### src/rtl/dot_accumulator.sv
// dot_accumulator: sums a stream of signed products into a wide accumulator
// and presents one result per group, where a group ends on a beat tagged in_last.
// Optional feature macro: DOT_ACC_SAT_EN. When it is defined, an overflowing
// beat clamps the accumulator to the signed extreme. When it is undefined,
// the accumulator wraps. Overflow is flagged in both builds.
module dot_accumulator #(
  parameter int PROD_W = 64,
  parameter int ACC_W  = 72,
  parameter int CNT_W  = 16
) (
  input  logic              clk,
  input  logic              rst,
  input  logic              clr,
  input  logic              in_valid,
  output logic              in_ready,
  input  logic [PROD_W-1:0] in_prod,
  input  logic              in_last,
  output logic              out_valid,
  input  logic              out_ready,
  output logic [ACC_W-1:0]  out_sum,
  output logic [CNT_W-1:0]  out_count,
  output logic              out_ovf
);

  typedef enum logic {
    ACCUM = 1'b0,
    HOLD  = 1'b1
  } state_t;

  localparam logic [CNT_W-1:0] CNT_MAX = '1;
  localparam logic [ACC_W-1:0] ACC_MAX = {1'b0, {(ACC_W-1){1'b1}}};
  localparam logic [ACC_W-1:0] ACC_MIN = {1'b1, {(ACC_W-1){1'b0}}};

  state_t           state_q, state_d;
  logic [ACC_W-1:0] acc_q, acc_d;
  logic [CNT_W-1:0] cnt_q, cnt_d;
  logic             ovf_q, ovf_d;
  logic [ACC_W-1:0] sum_q, sum_d;
  logic [CNT_W-1:0] count_q, count_d;
  logic             oovf_q, oovf_d;

  logic [ACC_W-1:0] prod_ext;
  logic [ACC_W-1:0] acc_raw;
  logic [ACC_W-1:0] acc_next;
  logic [CNT_W-1:0] cnt_inc;
  logic             ovf_beat;
  logic             ovf_next;

  // Sign-extend the product. Replication is only legal when the widths differ.
  generate
    if (ACC_W > PROD_W) begin : g_ext
      assign prod_ext = {{(ACC_W-PROD_W){in_prod[PROD_W-1]}}, in_prod};
    end else begin : g_same
      assign prod_ext = in_prod;
    end
  endgenerate

  assign acc_raw  = acc_q + prod_ext;
  // Overflow: both operands have the same sign, but the raw sum has a different sign.
  assign ovf_beat = (acc_q[ACC_W-1] == prod_ext[ACC_W-1]) &&
                    (acc_raw[ACC_W-1] != acc_q[ACC_W-1]);
`ifdef DOT_ACC_SAT_EN
  assign acc_next = ovf_beat ? (acc_q[ACC_W-1] ? ACC_MIN : ACC_MAX) : acc_raw;
`else
  assign acc_next = acc_raw;
`endif
  assign cnt_inc  = (cnt_q == CNT_MAX) ? cnt_q : cnt_q + 1'b1;
  assign ovf_next = ovf_q | ovf_beat;

  assign in_ready  = (state_q == ACCUM);
  assign out_valid = (state_q == HOLD);
  assign out_sum   = sum_q;
  assign out_count = count_q;
  assign out_ovf   = oovf_q;

  // Next state: accumulate accepted beats, latch the result on the last beat,
  // and release the result when it is taken.
  always_comb begin
    state_d = state_q;
    acc_d   = acc_q;
    cnt_d   = cnt_q;
    ovf_d   = ovf_q;
    sum_d   = sum_q;
    count_d = count_q;
    oovf_d  = oovf_q;
    case (state_q)
      ACCUM: begin
        if (in_valid) begin
          acc_d = acc_next;
          cnt_d = cnt_inc;
          ovf_d = ovf_next;
          if (in_last) begin
            sum_d   = acc_next;
            count_d = cnt_inc;
            oovf_d  = ovf_next;
            state_d = HOLD;
          end
        end
      end
      HOLD: begin
        if (out_ready) begin
          acc_d   = '0;
          cnt_d   = '0;
          ovf_d   = 1'b0;
          state_d = ACCUM;
        end
      end
      default: state_d = ACCUM;
    endcase
  end

  // State registers. rst and clr both return every register to its reset value.
  always_ff @(posedge clk) begin
    if (rst || clr) begin
      state_q <= ACCUM;
      acc_q   <= '0;
      cnt_q   <= '0;
      ovf_q   <= 1'b0;
      sum_q   <= '0;
      count_q <= '0;
      oovf_q  <= 1'b0;
    end else begin
      state_q <= state_d;
      acc_q   <= acc_d;
      cnt_q   <= cnt_d;
      ovf_q   <= ovf_d;
      sum_q   <= sum_d;
      count_q <= count_d;
      oovf_q  <= oovf_d;
    end
  end

endmodule

### config.mk
export PLATFORM = sky130hd
export DESIGN_NAME = dot_accumulator
export DESIGN_NICKNAME = d
export VERILOG_FILES = /design/src/rtl/dot_accumulator.sv
export SDC_FILE = /design/constraint.sdc
export NUM_CORES = 1
export LEC_CHECK = 0
export CELL_PAD_IN_SITES_DETAIL_PLACEMENT = 0
export CELL_PAD_IN_SITES_GLOBAL_PLACEMENT = 1
export CORE_AREA = 2 2 161 163
export CTS_CLUSTER_DIAMETER = 150
export DETAILED_ROUTE_END_ITERATION = 16
export DIE_AREA = 0 0 163 165
export GPL_ROUTABILITY_DRIVEN = 1
export PLACE_DENSITY = 0.9
export SETUP_SLACK_MARGIN = 0.2
export SLEW_MARGIN = 25
export SYNTH_ARGS = -nofsm -noshare
export SYNTH_HDL_FRONTEND = slang
export SYNTH_SLANG_ARGS = --single-unit
export TNS_END_PERCENT = 1
### constraint.sdc
create_clock -name clk -period 4.4 [get_ports clk]
set_input_delay 0.44 -clock clk [delete_from_list [all_inputs] [get_ports clk]]
set_output_delay 0.44 -clock clk [all_outputs]
set_load 0.01 [all_outputs]
==> results.toml <==
[synth]
number_of_storage_elements_in_the_synthesis_netlist = 179
syn_nets = 1521
synth.lib_cells_used.distinct = 73
synth_top_cell_area_share = 0.3271
postSynth.topFlopCell = "sky130_fd_sc_hd__dfxtp_1"
synthesis.instances = 1378
synth_seq_area_share = 0.3271
synth-async-reset-ratio = 0
synth_most_common_cell = "sky130_fd_sc_hd__nand2_1"
synth_enable_flop_cells = 0
synth_cell_area_um2 = 10960
synth_top_area_cell = "sky130_fd_sc_hd__dfxtp_1"
synth_area_per_cell_um2 = 7.951
ys_top_cells_by_count = "sky130_fd_sc_hd__nand2_1 (195), sky130_fd_sc_hd__dfxtp_1 (179), sky130_fd_sc_hd__a21oi_1 (159), sky130_fd_sc_hd__nor2_1 (113)"
post_synth_main_area_contributors = "sky130_fd_sc_hd__dfxtp_1 (33%), sky130_fd_sc_hd__ha_1 (8.2%), sky130_fd_sc_hd__a21oi_1 (7.3%), sky130_fd_sc_hd__nand2_1 (6.7%), sky130_fd_sc_hd__xnor2_1 (4.2%)"
yosys_warnings = 0

[sta]
fin_crit_ps = 3728
rsz_0062_raised_after_global_routing = "no"
layout_worst_path_cycle_share = 0.8473
fin_skew_ps = 15.22
setup_total_negative_slack_ps = 0
hold_ws_ps = 451.5
setup-violations-final = 0
relSlewSlack = 0.3749
worst_pin_slew_ps = 937.6
max_clock_freq_ghz = 0.2682
hold_violations = 0
final-max-slew-violation-count = 0

[detailed_routing]
drt-wirelength-per-cell_um = 17.26
route.antenna.remaining_nets = 0
vias = 10450
postRouteWirelength_um = 31330
drc_errors = 0
detail_route.vias_per_cell = 5.760
drc_violation_total_after_the_first_tritonroute_iteration = 721
drt_first_pass_iters = 6

[worst_hold_path]
worst_hold_path_type = "reg -> reg"
worst_hold_startpoint = "out_count[12]"

[floorplanning]
floorplan.die.width_um = 163
initial_utilization = 0.4376
ios = 161
core_um2 = 25040
die_ar_um2 = 26900
chipHeight_um = 165
rows = 58

[clock_network]
root_buffer_cell = "sky130_fd_sc_hd__clkbuf_16"
post-cts-setup-buffers = 0
cts-hold-fix-buffers = 0
path_clk_slew_ps = 80
cts_inserted_buffers = 17
cts.path.max_buffers = 2
tritoncts = "built"
ctsResizeCount = 0
worst_skew_pair.late_latency_ps = 440
h_tree_levels = 4
clk_sink_count = 179

[layout]
areaGrowthSynthToFinish_pct = 21.63
post_route_cells_drive_above_1_share = 0.05387
finalNetCount = 1615
antenna_cells = 0

[critical_path]
path_cells = "clkdlybuf4s50_1, ha_1, inv_1, fa_1, nand2b_1, a21oi_1, o211ai_2, a32oi_2, a31o_2, a21oi_2, o21ai_1, a31oi_2, or3_1, a31oi_1"
worst-r2r-setup-slack_ps = 800
worstPathRequired_ps = 4760
start_kind = "primary input"
critical_path.top_delay_family = "compound AO/OA/AOI/OAI gates"
rr_endpoint = "out_sum[60]"
worstReg2RegStart = "acc_q[0]"
r2r_cell_count = 13
setup.worst_path.end = "out_sum[60]"
cp_data_arrival_time_ps = 4090
critical_path.max_stage_delay_ps = 470
critical_path_peak_fanout = 5
setup.worst_path.class = "in -> reg"
critPathBufInv = 2
setup.worst_path.start = "in_prod[0]"
worstSetupPathDepth = 14
critPathSlowestCell = "sky130_fd_sc_hd__clkdlybuf4s50_1"
crit_end_element = "flip-flop"

[power_and_ir_drop]
max-vdd-ir-drop_mv = 0.2508
p_leak_nw = 5.256
power_per_cell_area_nw_per_um2 = 311.4

[outcome]
result_of_the_run = "finished clean"

[placement]
numPortBuffers = 160
routabilityCongestion = 0.9214
place_hpwl_um = 22500

[global_routing]
grt_pass1_vias = 9932
grt_antenna_before_repair = 0
pin_count_of_the_biggest_net_entering_global_routing = 79
grt_pass1_wl_um = 50830
globalRouteTotalUtil = 0.2348
grt_overflow_total = 0

[job]
max_cap_viol_count = 0
## worst register-to-register path: cells and delay by family, from the launching register on
family | cells | cell delay (ps)
AO/OA/AOI/OAI | 8 | 2020
buffers and inverters | 1 | 60
AND/OR/NAND/NOR | 2 | 520
adder cells (fa/ha/maj) | 2 | 590
flip-flops | 1 | 340
## worst min-delay path by stage
| stage | to | slack [ps] | cells past startpoint |
|---|---|---|---|
| 6_report | out_count[12] | 450 | 2 |
| 3_3_place_gp | out_count[12] | 440 | 2 |
| 2_1_floorplan | ovf_q | 450 | 2 |
| 4_1_cts | out_count[12] | 460 | 2 |
| 5_1_grt | out_count[12] | 470 | 2 |
| 3_5_place_dp | out_count[12] | 450 | 2 |
## metal layers
metal  global-route usage  wire length [µm]  up-vias
li1                     -                 -     5165
met1               0.3128             14730     4949
met2               0.3912             14400      300
met3              0.03717              1580       40
met4              0.07200               609        0
met5                    0                 0        -
## stage by stage
stage          setup WS [ps]  area [µm²]  cells  total power (W)  utilization
6_report               672.0       13330   1815         0.004149       0.5323
3_5_place_dp           223.9       12710   1783         0.002588       0.5078
5_1_grt                433.0       13330   1815         0.004335       0.5323
2_1_floorplan           1396       10960   1378         0.002310            -
3_3_place_gp           296.7       12690   1782         0.002580       0.5067
4_1_cts                672.9       13330   1815         0.004175       0.5323
## power breakdown
group / leakage, nW / internal, W / total, W / switching, W
registers: 1.45 / 0.00167 / 0.00171 / 0.0000329
logic: 3.50 / 0.000345 / 0.000855 / 0.000510
clock network: 0.300 / 0.000822 / 0.00159 / 0.000766
total: 5.26 / 0.00284 / 0.00415 / 0.00131
## cells in the final DEF (no fill, tap or decap), types with 19 or more instances in the layout
master / netlist / final
sky130_fd_sc_hd__o21bai_1: 19 / 19
sky130_fd_sc_hd__nand4_1: 42 / 42
sky130_fd_sc_hd__xnor2_1: 53 / 53
sky130_fd_sc_hd__xor2_1: 28 / 28
sky130_fd_sc_hd__a22o_1: 40 / 40
sky130_fd_sc_hd__a22oi_1: 41 / 41
sky130_fd_sc_hd__o21ai_0: 48 / 48
sky130_fd_sc_hd__a21oi_1: 159 / 158
sky130_fd_sc_hd__ha_1: 72 / 72
sky130_fd_sc_hd__nand3_1: 31 / 31
sky130_fd_sc_hd__a21o_1: 40 / 40
sky130_fd_sc_hd__clkdlybuf4s50_1: 0 / 160
sky130_fd_sc_hd__nand2_1: 195 / 194
sky130_fd_sc_hd__dfxtp_1: 179 / 179
sky130_fd_sc_hd__inv_1: 32 / 32
sky130_fd_sc_hd__nor2_1: 113 / 111
## area by class of cell
type	count	area, µm²
clock buffer	17	425.4
sequential	179	3583
multi-input combinational	1071	6893
timing repair buffer	171	1704
fill	2388	11710
inverter	32	120.1
tap	330	412.9
clock inverter	15	187.7
## sequential cells by signal (all words and copies together), names as in the netlist
name	cells
out_count	16
out_valid	1
ovf_q	1
acc_q	72
cnt_q	16
out_ovf	1
out_sum	72
## cell families (layout without fill, tap and decap cells)
group / count (synthesis) / in the layout / share of synthesized area
adder cells (fa/ha/maj): 73 / 73 / 0.08405
AND/OR/NAND/NOR: 452 / 452 / 0.1876
AO/OA/AOI/OAI: 461 / 461 / 0.2850
flip-flops: 179 / 179 / 0.3271
XOR/XNOR: 82 / 82 / 0.06680
multiplexers: 3 / 3 / 0.002741
buffers and inverters: 128 / 235 / 0.04671
No activity file was read; power rests on OpenSTA's default activity.
